<file path="src/rtl/led_pkg.sv">
// rtl/led_pkg.sv - shared types, burst constants and divisor-to-count helper for the LED sequencer
package led_pkg;

    typedef enum logic [1:0] {
        LED_OFF   = 2'd0,
        LED_ON    = 2'd1,
        LED_BLINK = 2'd2,
        LED_BURST = 2'd3
    } led_mode_e;

    typedef enum logic {
        FLASH = 1'b0,
        GAP   = 1'b1
    } burst_state_e;

    localparam int BURST_TOGGLES = 4;
    localparam int BURST_GAP     = 4;

    // Out-of-range divisors fall back to the slowest rate (div 1).
    function automatic int calc_cnt_max(input int clk_hz, input int div, input int div_max);
        if (div == 0 || div > div_max) begin
            return clk_hz;
        end
        return clk_hz / div;
    endfunction

endpackage

</file>
<file path="src/rtl/led_ch.sv">
// rtl/led_ch.sv - one LED channel: config registers, wrap counter, burst FSM, led/tick outputs
module led_ch
    import led_pkg::*;
#(
    parameter int CLK_HZ = 100000000,
    parameter int CNT_W  = $clog2(CLK_HZ + 1)
) (
    input  logic             clk100,
    input  logic             rst_n,
    input  logic             wr_en_i,
    input  led_mode_e        wr_mode_i,
    input  logic [CNT_W-1:0] wr_cnt_max_i,
    input  logic             sync_i,
    output logic             led_o,
    output logic             tick_o
);

    localparam int PH_MAX = (BURST_TOGGLES > BURST_GAP) ? BURST_TOGGLES : BURST_GAP;
    localparam int PH_W   = (PH_MAX > 1) ? $clog2(PH_MAX) : 1;

    led_mode_e        mode_q, mode_d;
    burst_state_e     state_q, state_d;
    logic [CNT_W-1:0] cnt_max_q, cnt_max_d;
    logic [CNT_W-1:0] cnt_q, cnt_d;
    logic [PH_W-1:0]  phase_q, phase_d;
    logic             led_q, led_d;
    logic             tick_q, tick_d;
    logic             wrap;

    assign wrap = (cnt_q == cnt_max_q);

    always_ff @(posedge clk100) begin
        if (!rst_n) begin
            mode_q    <= LED_OFF;
            state_q   <= FLASH;
            cnt_max_q <= CNT_W'(CLK_HZ);
            cnt_q     <= '0;
            phase_q   <= '0;
            led_q     <= 1'b0;
            tick_q    <= 1'b0;
        end else begin
            mode_q    <= mode_d;
            state_q   <= state_d;
            cnt_max_q <= cnt_max_d;
            cnt_q     <= cnt_d;
            phase_q   <= phase_d;
            led_q     <= led_d;
            tick_q    <= tick_d;
        end
    end

    always_comb begin
        mode_d    = mode_q;
        state_d   = state_q;
        cnt_max_d = cnt_max_q;
        cnt_d     = cnt_q;
        phase_d   = phase_q;
        led_d     = led_q;
        tick_d    = 1'b0;

        if (wr_en_i) begin
            // A write restarts the channel; ON lights immediately so every mode has one-cycle latency.
            mode_d    = wr_mode_i;
            cnt_max_d = wr_cnt_max_i;
            cnt_d     = '0;
            state_d   = FLASH;
            phase_d   = '0;
            led_d     = (wr_mode_i == LED_ON);
        end else if (sync_i && (mode_q == LED_BLINK || mode_q == LED_BURST)) begin
            cnt_d   = '0;
            state_d = FLASH;
            phase_d = '0;
            led_d   = 1'b0;
        end else begin
            case (mode_q)
                LED_OFF: begin
                    cnt_d = '0;
                    led_d = 1'b0;
                end
                LED_ON: begin
                    cnt_d = '0;
                    led_d = 1'b1;
                end
                LED_BLINK: begin
                    if (wrap) begin
                        cnt_d  = '0;
                        led_d  = ~led_q;
                        tick_d = 1'b1;
                    end else begin
                        cnt_d = cnt_q + CNT_W'(1);
                    end
                end
                LED_BURST: begin
                    if (!wrap) begin
                        cnt_d = cnt_q + CNT_W'(1);
                    end else begin
                        cnt_d = '0;
                        if (state_q == FLASH) begin
                            led_d  = ~led_q;
                            tick_d = 1'b1;
                            if (phase_q == PH_W'(BURST_TOGGLES - 1)) begin
                                state_d = GAP;
                                phase_d = '0;
                            end else begin
                                phase_d = phase_q + PH_W'(1);
                            end
                        end else begin
                            led_d = 1'b0;
                            if (phase_q == PH_W'(BURST_GAP - 1)) begin
                                state_d = FLASH;
                                phase_d = '0;
                            end else begin
                                phase_d = phase_q + PH_W'(1);
                            end
                        end
                    end
                end
                default: begin
                    cnt_d = '0;
                    led_d = 1'b0;
                end
            endcase
        end
    end

    assign led_o  = led_q;
    assign tick_o = tick_q;

endmodule

</file>
<file path="src/rtl/led_blink_multi.sv">
// rtl/led_blink_multi.sv - multi-channel LED sequencer top; LED_PWM_DIM_EN adds shared PWM dimming
module led_blink_multi
    import led_pkg::*;
#(
    parameter int NUM_CH  = 4,
    parameter int CLK_HZ  = 100000000,
    parameter int DIV_W   = 5,
    parameter int DIV_MAX = 20,
`ifdef LED_PWM_DIM_EN
    parameter int DIM_DUTY = 64,
`endif
    localparam int CH_W   = (NUM_CH > 1) ? $clog2(NUM_CH) : 1
) (
    input  logic              clk100,
    input  logic              rst_n,
    input  logic              wr_en_i,
    input  logic [CH_W-1:0]   wr_ch_i,
    input  logic [1:0]        wr_mode_i,
    input  logic [DIV_W-1:0]  wr_div_i,
    input  logic              sync_i,
    output logic [NUM_CH-1:0] led_o,
    output logic [NUM_CH-1:0] tick_o
);

    localparam int CNT_W   = $clog2(CLK_HZ + 1);
    localparam int LUT_LEN = 2 ** DIV_W;

    logic [CNT_W-1:0]  cnt_lut [LUT_LEN];
    logic [CNT_W-1:0]  wr_cnt_max;
    logic [NUM_CH-1:0] led_raw;

    // Every divisor's count is a constant, so the write path is a table read rather than a divider.
    for (genvar d = 0; d < LUT_LEN; d++) begin : g_lut
        assign cnt_lut[d] = CNT_W'(calc_cnt_max(CLK_HZ, d, DIV_MAX));
    end

    assign wr_cnt_max = cnt_lut[wr_div_i];

    for (genvar g = 0; g < NUM_CH; g++) begin : g_ch
        logic ch_wr;

        assign ch_wr = wr_en_i && (wr_ch_i == CH_W'(g));

        led_ch #(
            .CLK_HZ (CLK_HZ),
            .CNT_W  (CNT_W)
        ) u_ch (
            .clk100       (clk100),
            .rst_n        (rst_n),
            .wr_en_i      (ch_wr),
            .wr_mode_i    (led_mode_e'(wr_mode_i)),
            .wr_cnt_max_i (wr_cnt_max),
            .sync_i       (sync_i),
            .led_o        (led_raw[g]),
            .tick_o       (tick_o[g])
        );
    end

`ifdef LED_PWM_DIM_EN
    logic [7:0] pwm_cnt_q, pwm_cnt_d;
    logic       pwm_on;

    assign pwm_cnt_d = pwm_cnt_q + 8'd1;

    always_ff @(posedge clk100) begin
        if (!rst_n) begin
            pwm_cnt_q <= '0;
        end else begin
            pwm_cnt_q <= pwm_cnt_d;
        end
    end

    assign pwm_on = (int'(pwm_cnt_q) < DIM_DUTY);
    assign led_o  = led_raw & {NUM_CH{pwm_on}};
`else
    assign led_o = led_raw;
`endif

endmodule

</file>
<file path="config.mk">
export PLATFORM = sky130hd
export DESIGN_NAME = led_blink_multi
export DESIGN_NICKNAME = d
export VERILOG_FILES = /design/src/rtl/led_pkg.sv /design/src/rtl/led_ch.sv /design/src/rtl/led_blink_multi.sv
export SDC_FILE = /design/constraint.sdc
export NUM_CORES = 1
export LEC_CHECK = 0
export ABC_AREA = 1
export CAP_MARGIN = 5
export CORE_UTILIZATION = 55
export DETAILED_ROUTE_END_ITERATION = 8
export GPL_TIMING_DRIVEN = 1
export PLACE_DENSITY = 0.71
export REMOVE_ABC_BUFFERS = 1
export SLEW_MARGIN = 20
export SYNTH_ARGS = -nofsm -noshare
export SYNTH_HDL_FRONTEND = slang
export SYNTH_HIERARCHICAL = 1
export SYNTH_SLANG_ARGS = --single-unit
export TNS_END_PERCENT = 50
</file>
<file path="constraint.sdc">
create_clock -name clk100 -period 4.35 [get_ports clk100]
set_input_delay 0.87 -clock clk100 [delete_from_list [all_inputs] [get_ports clk100]]
set_output_delay 0.87 -clock clk100 [all_outputs]
set_load 0.1 [all_outputs]
</file>
* Yosys cells after proc, flatten, opt, wreduce, memory -nomap -nowiden
Memory sizes are Yosys's and may differ from the RTL's.
Index checks and enable logic that the tools add are counted.
** Word-level totals
- Bits in read-only memories :: 864
- Output and inout port bits :: 8
- Memories kept :: 1
- Flip-flop bits (word level) :: 244
- Input port bits :: 13
** Memories
- (name not given) :: words 32, bits a word 27, rd ports 1, clocked after memory_dff 0, wr ports 0, line led_blink_multi.sv:37 : assign wr_cnt_max = cnt_lut[wr_div_i];
** Cells by class
- Bitwise logic cells :: 6
- Equality and inequality tests :: 32
- Add/sub/neg operators :: 8
- Order comparisons :: 1
- Multiplexer cells :: 66
- Reduce and logical (&&, ||, !) cells :: 37
** Operators with widths (number)
- $pmux 27 s2 :: 4
- $mux 27 :: 6
- $add 27x1->27 const B :: 4
- $eq 27x27->1 :: 4
- $mux 1 :: 44
- $ne 4x3->1 const B :: 8
- $eq 2x2->1 const B :: 14
- $pmux 1 s4 :: 4
- $reduce_and 2->1 :: 8
- $reduce_or 2->1 :: 8
- $eq 2x1->1 const B :: 6
- $reduce_or 3->1 :: 4
- $logic_not 2->1 :: 5
- $add 2x1->2 const B :: 4
- $logic_and 1x1->1 :: 8
- $mux 2 :: 4
- $pmux 1 s2 :: 4
- $ge 6x6->1 const B :: 1
- $not 5->6 :: 1
- $not 1->1 :: 5
- $logic_or 1x1->1 :: 4

* Depth between registers and ports, before layout
Gate-level depths: netlist of the first run.
- Word-level depth :: 6
- Gate-level depth with buffers :: 11
- Gate-level depth less buffers :: 11

* Modules after synthesis
Netlist of the first run, hierarchy kept.
** Modules (own cells, without submodules)
- led_ch (g_ch[0].u_ch ...) :: seq. area each 1221.2 um^2, times used 3, cells each 423, area each 3170.5 um^2
- led_ch (g_ch[3].u_ch) :: seq. area each 1221.2 um^2, times used 1, cells each 453, area each 3089.2 um^2
- led_blink_multi :: seq. area each 0.0 um^2, times used 1, cells each 162, area each 815.8 um^2

* Worst setup path after synthesis of the first run
Ideal clock, no wire load.
- Kind :: input-to-reg
- From :: in wr_div_i[1]
- To :: reg g_ch[0].u_ch.cnt_max_q[19]
- Arrival :: 1.936 ns
- Library setup time :: 0.132 ns
- Stages :: 7
- Required time :: 4.218 ns
- Setup slack :: 2.282 ns
- Cells stage by stage :: inv_1 > ha_1 > or2_2 > o21ai_0 > nand3_1 > o21ai_0 > a21oi_1
** Between the ends
- Longest elaborated chain between the ends :: 4
** Ends and longest elaborated chain
- start, declared :: line led_blink_multi.sv:19 : input logic [DIV_W-1:0] wr_div_i,
- $not 5->6 (not written as such) :: line led_blink_multi.sv:37
- $mem_v2 32x27
- $mux 27 (not written as such) (2 in series) :: line led_blink_multi.sv:37
- net wr_cnt_max[19] :: line led_blink_multi.sv:29 : logic [CNT_W-1:0] wr_cnt_max;
- end signal, assigned :: line led_ch.sv:36 : cnt_max_q <= CNT_W'(CLK_HZ);
- end signal, assigned :: line led_ch.sv:44 : cnt_max_q <= cnt_max_d;
- end, declared :: line led_ch.sv:23 : logic [CNT_W-1:0] cnt_max_q, cnt_max_d;
The timed path passes the listed nets, and every way through them passes these cells. The select of a mux whose other input is x is not followed.
A chain may end at the register's enable or synchronous reset.

* Final worst setup path of the first run
- From :: reg g_ch[3].u_ch.led_q
- To :: out led_o[3]
** RTL lines
- start, declared :: line led_ch.sv:26 : logic led_q, led_d;
- start signal, assigned :: line led_ch.sv:47 : led_q <= led_d;
- end, declared :: line led_blink_multi.sv:21 : output logic [NUM_CH-1:0] led_o,
No word-level cell between the ends.

==> results of run 1 <==
## sequential cells by signal, summed over array words and instances, names as in the netlist
name and cells:
g_ch.u_ch/state_q 4, g_ch.u_ch/cnt_q 108, g_ch.u_ch/phase_q 8, g_ch.u_ch/cnt_max_q 108, g_ch.u_ch/tick_o 4, g_ch.u_ch/mode_q 8, g_ch.u_ch/led_o 4
## through the flow
stage / power, mW / setup slack (ns) / instance area (µm²) / utilization
2_1_floorplan: 2.625 / 0.6922 / 13110 / -
3_3_place_gp: 2.789 / 1.117 / 13840 / 0.5846
3_5_place_dp: 2.789 / 1.015 / 13840 / 0.5846
4_1_cts: 4.992 / 1.440 / 14700 / 0.6207
5_1_grt: 5.135 / 1.376 / 14700 / 0.6207
6_report: 4.958 / 1.452 / 14700 / 0.6207
## cell usage in the layout, fill, tap and decap left out, types with 9 or more instances in the layout
cell	instances
nand3_2	9
dfxtp_1	244
nor2_1	234
nor2_2	13
o21ai_0	101
clkbuf_1	9
xor2_1	37
inv_1	184
nand2_1	465
xnor2_1	89
nor2_4	50
clkdlybuf4s50_1	19
nor3_1	40
clkbuf_16	27
buf_4	17
a21oi_1	75
nand3_1	113
nand2_2	21
ha_1	16
a21oi_2	24
nand4_1	49
inv_2	14
## final cells by class
class	count	area [µm²]	area share
multi-input cells	1392	7493	0.5098
flip-flops and latches	244	4885	0.3323
clock buffers	44	819.5	0.05575
inverters	199	749.5	0.05099
well taps	319	399.1	0.02715
repair buffers	36	317.8	0.02162
clock inverters	2	35.03	0.002383
## worst reg2reg max path, delay by kind of cell (launching register included)
family                 cells  cell delay [ns]
AND/OR/NAND/NOR            9             1.30
flip-flops                 1             0.46
buffers and inverters      1             0.11
## cells by family after synthesis
family | synth area share
compound gates | 0.08775
fa+ha+maj | 0.01492
xor+xnor | 0.08225
flops | 0.3641
buf+inv | 0.07889
simple gates | 0.3721
## final timing paths
check                                  startpoint  slack [ns]  depth (start not counted)                              endpoint
min          g_ch[1].u_ch/phase_q[1]$_SDFFE_PP0P_        0.47                          2  g_ch[1].u_ch/phase_q[1]$_SDFFE_PP0P_
min reg2reg  g_ch[1].u_ch/phase_q[1]$_SDFFE_PP0P_        0.47                          2  g_ch[1].u_ch/phase_q[1]$_SDFFE_PP0P_
max reg2reg      g_ch[0].u_ch/cnt_q[5]$_SDFF_PP0_        2.40                         10      g_ch[0].u_ch/cnt_q[2]$_SDFF_PP0_
max               g_ch[3].u_ch/led_o$_SDFFE_PN0P_        1.45                          1                              led_o[3]
## layer usage
| layer | global-route usage | vias up | share of wire |
|---|---|---|---|
| met5 | 0 | - | 0 |
| met4 | 0.09982 | 0 | 0.032 |
| met3 | 0.03696 | 67 | 0.051 |
| met2 | 0.4664 | 292 | 0.45 |
| met1 | 0.3942 | 5443 | 0.47 |
| li1 | - | 6030 | - |
## report_power, final
group | total (mW) | leakage [nW] | switching, mW | internal (mW)
Sequential | 2.34 | 1.98 | 0.0414 | 2.29
Combinational | 0.413 | 3.36 | 0.287 | 0.126
Clock | 2.21 | 0.419 | 0.882 | 1.33
Total | 4.96 | 5.76 | 1.21 | 3.75
==> flow_summary_export.csv, run 1 <==
group,metric,value,unit
timing,maxSlewHeadroom,0.3456,
layout,drive_above_1_share,0.1116,
setup_path,worst_setup_path_end_kind,"output pin",
pwr,irDropWorstVdd,0.2605,mV
synth,netlist-cell-type-count,44,
setup_path,worstPathCellList,"clkdlybuf4s50_1",
synth,synth.area.top_cells,"dfxtp_1, nand2_1, nor2_1, xnor2_1, inv_1",
outcome,outcome,"complete, no violations",
routing,wl_per_cell,15.72,µm
setup_path,cp.arrival,2.03,ns
synth,avgSynthCellArea,7.121,µm²
timing,holdWs,0.4667,ns
routing,dr.pass1.iters,5,
synth,async_reset_ff_frac,0,
synth,synth_most_common_cell,"nand2_1",
setup_path,worst_path_max_delay_cell,"clkdlybuf4s50_1",
synth,netlist_instances,1884,
cts,clk_path_buf_depth,3,
synth,yosys-top-cells-count,"nand2_1, dfxtp_1, nor2_1",
cts,insertion_delay,0.53,ns
setup_path,worstSetupPathType,"register to output pin",
synth,syn_area,13420,µm²
die,rows,56,
layout,finalNetCount,1929,
synth,synth-warning-count,6,
layout,antenna_cells,0,
cts,clockRootBuffer,"clkbuf_16",
pwr,power.leakage,5.756,nW
placement,dpl.hpwl,25710,µm
synth,synth_top_area_share,0.3641,
routing,drtIter0Drc,877,
cts,post_cts_buffers,0,
timing,period_needed,2.898,ns
synth,yosysSeqAreaShare,0.3641,
cts,cts_tree,"built",
global_routing,antenna_found_initial,0,
timing,setup_tns,0,ns
global_routing,grt_pass1_vias,11120,
global_routing,grt_max_degree,53,
timing,final-hold-violation-count,0,
die,dieArea,25020,µm²
setup_path,cpLargestDelayFamily,"buffers and inverters",
cts,cts_resized,0,
routing,routed_wl,35160,µm
pwr,p_per_area,337.3,nW/µm²
timing,slew_violations,0,
timing,worst_pin_slew,0.9785,ns
timing,period_share,0.6661,
cts,htree_levels,1,
placement,dp.cells,2190,
cts,cts_sinks,244,
setup_path,worst-path-buf-inv,1,
timing,skew,0.005312,ns
layout,area_delta_synth_final,9.559,%
synth,ys.flop_type,"dfxtp_1",
layout,fillerInstances,2267,
cts,cts_buffers,27,
cts,cts_hold_buf,0,
placement,gp_congestion,0.9922,
die,num_io_pins,21,
die,core-area,23680,µm²
die,fp.dieW,158.2,µm
die,die_height,158.2,µm
placement,port_buffers,20,
global_routing,grt_usage,0.2886,
min_path,hold_path.class,"register to register",
synth,synth_edf_count,0,
routing,route.detailed.drc,0,
timing,grt_setup_unrepaired,"false",
global_routing,grt.overflow.total,0,
die,initial_core_util,0.5665,
synth,synth_largest_area_cell,"dfxtp_1",
routing,routed-via-count,11830,
setup_path,cp_max_fo,3,
setup_path,max_stage_delay,1.14,ns
synth,ys_ff_latch,244,
routing,viasPerCell,5.292,
setup_path,start_kind,"register",
global_routing,grt_pass1_wl,56790,µm
cts,clk_pin_slew_worst_paths,0.06,ns
routing,postRouteAntennaNets,0,
timing,finalSetupViolCount,0,
timing,fmax,345.1,MHz
setup_path,required,3.48,ns
run,maxCapViolations,0,
layout,fin_cells,2236,
No activity file was read; power rests on OpenSTA's default activity.
==> run 2: changes to the inputs <==
==> constraint.sdc (replaced) <==
create_clock -name clk100 -period 2.7 [get_ports clk100]
set_input_delay 0.54 -clock clk100 [delete_from_list [all_inputs] [get_ports clk100]]
set_output_delay 0.54 -clock clk100 [all_outputs]
set_load 0.1 [all_outputs]
==> run 2 against run 1 <==
- routed wire length rose by 3.0%
- final cell count rose by 2.3%
- register-to-register slack got worse by 1.5 ns
- via count rose by 1.7%
- worst hold slack got worse by 0.012 ns
- global-route usage rose by 0.39 points
- sequential share of layout area fell by 1.2 points
- critical endpoint is now g_ch[2].u_ch/cnt_max_q[19]$_SDFFE_PN0P_
- largest cell class unchanged
- largest power group is now the clock network
- highest routed layer unchanged
==> flow_summary_export.csv, run 2 (synthesis gave the netlist of run 1 again) <==
group,metric,value,unit
global_routing,grt_pass1_wl,57090,µm
layout,finalNetCount,1974,
setup_path,cp_max_fo,4,
run,maxCapViolations,0,
placement,pre_cts_slack,0.1236,ns
setup_path,max_stage_delay,0.48,ns
setup_path,crit_top_cell,"o21ai_0",
die,core-area,23680,µm²
setup_path,worst_setup_path_end_kind,"register",
cts,cts_resized,0,
routing,drtIter0Drc,995,
timing,maxSlewHeadroom,0.5345,
timing,final-hold-violation-count,0,
global_routing,grt_pass1_vias,10900,
placement,port_buffers,20,
cts,insertion_delay,0.57,ns
die,dieArea,25020,µm²
global_routing,antenna_found_initial,1,
timing,grt_setup_unrepaired,"false",
pwr,irDropWorstVdd,0.4782,mV
timing,skew,0.02587,ns
setup_path,r2r_setup_slack,0.88,ns
routing,dr_wl_met2,15620,µm
global_routing,grt.overflow.total,0,
cts,cts_buffers,28,
setup_path,start_kind,"input port",
routing,routed.top_layer,"met4",
layout,area_delta_synth_final,13.66,%
die,die_height,158.2,µm
timing,holdWs,0.4543,ns
timing,fmax,486.5,MHz
placement,dpl.hpwl,26960,µm
cts,htree_levels,1,
cts,cts_sinks,244,
min_path,hold_path.class,"input port to register",
cts,clockRootBuffer,"clkbuf_16",
routing,routed-via-count,12030,
timing,worst_pin_slew,0.6976,ns
pwr,clockPowerShare,0.482,
routing,route.detailed.drc,0,
routing,wl_met3,2187,µm
pwr,swShare,0.2496,
setup_path,worstSetupPathType,"input port to register",
min_path,whs_path_depth,2,
die,num_io_pins,21,
timing,slew_violations,0,
setup_path,r2r-end,"g_ch[1].u_ch/cnt_q[20]$_SDFF_PP0_",
layout,layout_commonest_cell,"nand2_1",
pwr,p_int,6.501,mW
timing,period_share,0.7614,
die,fp.dieW,158.2,µm
timing,period_needed,2.056,ns
cts,cts_hold_buf,0,
placement,gp_congestion,0.9566,
cts,cts_tree,"built",
setup_path,cp.arrival,2.48,ns
routing,viasPerCell,5.261,
cts,post_cts_buffers,0,
cts,clk_pin_slew_worst_paths,0.07,ns
layout,reg_top3,"g_ch.u_ch/cnt_max_q (108), g_ch.u_ch/cnt_q (108)",
global_routing,grt_max_degree,45,
pwr,pwr-share-seq,0.435,
outcome,outcome,"complete, no violations",
setup_path,reg2reg_depth,10,
routing,dr.pass1.iters,7,
global_routing,grt_usage,0.2925,
routing,m1WireLength,17360,µm
cts,clk_path_buf_depth,3,
routing,wl_per_cell,15.83,µm
routing,routed_wl,36200,µm
timing,setup_ws,0.6443,ns
pwr,p_per_area,568.1,nW/µm²
pwr,combPwrFrac,0.084,
timing,finalSetupViolCount,0,
layout,final_util,0.6439,
die,initial_core_util,0.5665,
routing,postRouteAntennaNets,0,
setup_path,worst_path_max_delay_cell,"clkdlybuf4s50_1",
layout,final_cell_mix,"nand2_1, dfxtp_1, nor2_1",
pwr,power.leakage,6.104,nW
setup_path,worstPathCellList,"clkdlybuf4s50_1, inv_1, ha_1, or2_2, o21ai_0, nand3_1, o21ai_0, a21oi_1",
die,rows,56,
min_path,hold_end,"g_ch[1].u_ch/cnt_max_q[13]$_SDFFE_PN1P_",
layout,drive_above_1_share,0.1413,
setup_path,reg2reg_from,"g_ch[1].u_ch/cnt_q[0]$_SDFF_PP0_",
setup_path,required,3.12,ns
min_path,min_from,"rst_n",
pwr,power_switching,2.162,mW
timing,setup_tns,0,ns
run 2: power by group through the flow:
stage,clock [mW],combinational (mW),sequential (mW)
6_report,4.17,0.724,3.77
5_1_grt,4.38,0.787,3.77
4_1_cts,4.23,0.712,3.76
3_5_place_dp,0,0.708,3.84
3_3_place_gp,0,0.707,3.84
2_1_floorplan,0,0.381,3.85
run 2: final cells by class:
type	count	area, µm²
antenna	1	2.502
clock buffer	37	794.5
multi-input combinational	1392	7493
sequential	244	4885
fill	2152	8433
inverter	199	749.5
timing repair buffer	80	690.7
clock inverter	15	235.2
tap	319	399.1
run 2: how the worst max path moves through the flow:
stage | endpoint | startpoint | cells after the start
detailed placement | g_ch[2].u_ch/cnt_max_q[19]$_SDFFE_PN0P_ | wr_div_i[0] | 8
global route | g_ch[2].u_ch/cnt_max_q[19]$_SDFFE_PN0P_ | wr_div_i[0] | 8
global placement | g_ch[2].u_ch/cnt_max_q[6]$_SDFFE_PN0P_ | wr_div_i[0] | 9
finish | g_ch[2].u_ch/cnt_max_q[19]$_SDFFE_PN0P_ | wr_div_i[0] | 8
floorplan | g_ch[3].u_ch/cnt_max_q[0]$_SDFFE_PN0P_ | wr_ch_i[1] | 5
CTS | g_ch[2].u_ch/cnt_max_q[19]$_SDFFE_PN0P_ | wr_div_i[0] | 8
run 2: worst max-delay path, delay by kind of cell:
| family | cells | cell delay (ns) |
|---|---|---|
| fa+ha+maj | 1 | 0.26 |
| simple gates | 2 | 0.59 |
| compound gates | 3 | 0.51 |
| buf+inv | 2 | 0.57 |
run 2: stage by stage:
step	power [mW]	cells	cell area [µm²]
2_1_floorplan	4.229	1835	13110
3_3_place_gp	4.548	2234	14220
3_5_place_dp	4.550	2234	14220
4_1_cts	8.707	2286	15250
5_1_grt	8.938	2287	15250
6_report	8.663	2287	15250
run 2: metal layers:
| metal | up-vias | GRT usage |
|---|---|---|
| li1 | 6126 | - |
| met1 | 5515 | 0.4240 |
| met2 | 321 | 0.4518 |
| met3 | 70 | 0.03504 |
| met4 | 0 | 0.08562 |
| met5 | - | 0 |
==> run 3: changes to the inputs <==
==> constraint.sdc (replaced) <==
create_clock -name clk100 -period 2.1 [get_ports clk100]
set_input_delay 0.42 -clock clk100 [delete_from_list [all_inputs] [get_ports clk100]]
set_output_delay 0.42 -clock clk100 [all_outputs]
set_load 0.1 [all_outputs]
==> run 3 against run 2 <==
- worst setup slack worse by 0.51 ns
- highest routed layer unchanged
- largest power group is now sequential cells
- via count up 2.1%
- final cell count up 2.9%
- clock power up 14%
- power up 23%
- routed wire length up 1.2%
- worst hold slack worse by 0.22 ns
- sequential power up 28%
- design area up 3.4%
- critical endpoint is now g_ch[0].u_ch/cnt_max_q[9]$_SDFFE_PN0P_
- sequential share of layout area down 1.1 points
==> flow_summary_export.csv, run 3 (synthesis gave the netlist of run 1 again) <==
group,metric,value,unit
cts,cts_resized,0,
placement,port_buffers,20,
timing,slew_violations,0,
timing,grt_setup_unrepaired,"false",
pwr,irDropWorstVdd,0.5535,mV
layout,reg_top3,"g_ch.u_ch/cnt_max_q (108), g_ch.u_ch/cnt_q (108)",
pwr,power.leakage,6.433,nW
routing,route.detailed.drc,0,
global_routing,grt_max_degree,29,
setup_path,worstSetupPathType,"input port to register",
layout,stdcell_area,15780,µm²
global_routing,grt_pass1_wl,59250,µm
cts,clk_path_buf_depth,3,
outcome,outcome,"complete, no violations",
timing,skew,0.02180,ns
layout,finalNetCount,2042,
layout,multi_input_area,7493,µm²
cts,cts_hold_buf,0,
min_path,hold_path.class,"input port to register",
global_routing,antenna_found_initial,0,
setup_path,worst-path-buf-inv,4,
timing,worst_pin_slew,0.6787,ns
setup_path,cp_max_fo,6,
setup_path,r2r_setup_slack,0.27,ns
routing,dr.pass1.iters,8,
timing,final-hold-violation-count,0,
setup_path,worst_path_max_delay_cell,"clkdlybuf4s50_1",
cts,cts_tree,"built",
setup_path,required,2.51,ns
placement,dpl_cell_area,14870,µm²
routing,viasPerCell,5.216,
min_path,whs_path_depth,2,
layout,regArea,4885,µm²
timing,period_needed,1.968,ns
global_routing,grt_usage,0.3026,
layout,final_cell_mix,"nand2_1, dfxtp_1, nor2_1",
setup_path,cp.arrival,2.38,ns
setup_path,worst_setup_path_end_kind,"register",
cts,clk_pin_slew_worst_paths,0.06,ns
setup_path,worstPathCellList,"clkdlybuf4s50_1, inv_1, ha_1, buf_4, buf_4, nand2_1, nand2_1, nand3_1, nand3_1, o21ai_0, a21oi_1",
timing,fmax,508.1,MHz
global_routing,grt_pass1_vias,11370,
setup_path,cpLargestDelayFamily,"buffers and inverters",
setup_path,reg2reg_from,"g_ch[0].u_ch/cnt_q[2]$_SDFF_PP0_",
placement,gp_congestion,0.9934,
min_path,hold_end,"g_ch[1].u_ch/cnt_max_q[23]$_SDFFE_PN1P_",
layout,drive_above_1_share,0.1697,
pwr,p_per_area,675.6,nW/µm²
cts,insertion_delay,0.55,ns
cts,post_cts_buffers,0,
die,core-area,23680,µm²
routing,drtIter0Drc,1022,
routing,postRouteAntennaNets,0,
layout,layout_commonest_cell,"nand2_1",
setup_path,max_stage_delay,0.47,ns
timing,period_share,0.9371,
setup_path,r2r-end,"g_ch[0].u_ch/cnt_q[20]$_SDFF_PP0_",
timing,maxSlewHeadroom,0.5455,
layout,area_delta_synth_final,17.58,%
routing,routed_wl,36630,µm
layout,fillerInstances,2094,
placement,dpl.hpwl,27940,µm
die,rows,56,
timing,setup_tns,0,ns
cts,clockRootBuffer,"clkbuf_16",
min_path,min_from,"rst_n",
setup_path,cp.depth,11,
routing,wl_per_cell,15.56,µm
cts,htree_levels,1,
die,num_io_pins,21,
setup_path,start_kind,"input port",
run,maxCapViolations,0,
timing,finalSetupViolCount,0,
global_routing,grt.overflow.total,0,
cts,cts_sinks,244,
die,dieArea,25020,µm²
routing,routed-via-count,12280,
cts,cts_buffers,26,
setup_path,reg2reg_depth,9,
die,initial_core_util,0.5665,
die,die_height,158.2,µm
die,fp.dieW,158.2,µm
==> run 3: metal layers <==
| metal | up-vias | wire length [µm] | global-route usage |
|---|---|---|---|
| li1 | 6272 | - | - |
| met1 | 5620 | 17280 | 0.4324 |
| met2 | 328 | 16240 | 0.4756 |
| met3 | 59 | 2164 | 0.03477 |
| met4 | 0 | 942 | 0.09020 |
| met5 | - | 0 | 0 |
==> run 3: metrics by stage <==
stage | setup WS [ns] | std cells | utilization | hold WS (ns) | power (mW)
floorplan | -1.108 | 1835 | - | 0.4409 | 5.437
global placement | -0.3065 | 2304 | 0.6278 | 0.4516 | 5.967
detailed placement | -0.3544 | 2304 | 0.6278 | 0.4584 | 5.970
CTS | 0.1940 | 2352 | 0.6659 | 0.2047 | 10.74
global route | 0.04820 | 2352 | 0.6659 | 0.2142 | 11.05
finish | 0.1320 | 2354 | 0.6661 | 0.2307 | 10.66
==> run 3: worst max-delay path by stage <==
stage	start	to
finish	wr_div_i[1]	g_ch[0].u_ch/cnt_max_q[9]$_SDFFE_PN0P_
global placement	wr_div_i[0]	g_ch[3].u_ch/cnt_max_q[6]$_SDFFE_PN0P_
global route	wr_div_i[0]	g_ch[0].u_ch/cnt_max_q[9]$_SDFFE_PN0P_
CTS	wr_div_i[1]	g_ch[0].u_ch/cnt_max_q[9]$_SDFFE_PN0P_
floorplan	wr_ch_i[1]	g_ch[3].u_ch/cnt_max_q[0]$_SDFFE_PN0P_
detailed placement	wr_div_i[1]	g_ch[0].u_ch/cnt_max_q[9]$_SDFFE_PN0P_
==> run 3: final cells by class <==
class,count,share of cell area
Antenna cell,2,0.0003173
Clock buffer,37,0.04957
Clock inverter,11,0.007614
Inverter,199,0.04751
Multi-Input combinational cell,1392,0.4750
Sequential cell,244,0.3096
Tap cell,319,0.02530
Timing Repair Buffer,150,0.08503
==> run 3: power by group <==
group,switching [mW],total [mW],internal (mW)
sequential,0.0920,4.84,4.75
clock,1.93,4.77,2.84
combinational,0.634,1.05,0.412
total,2.66,10.7,8.00
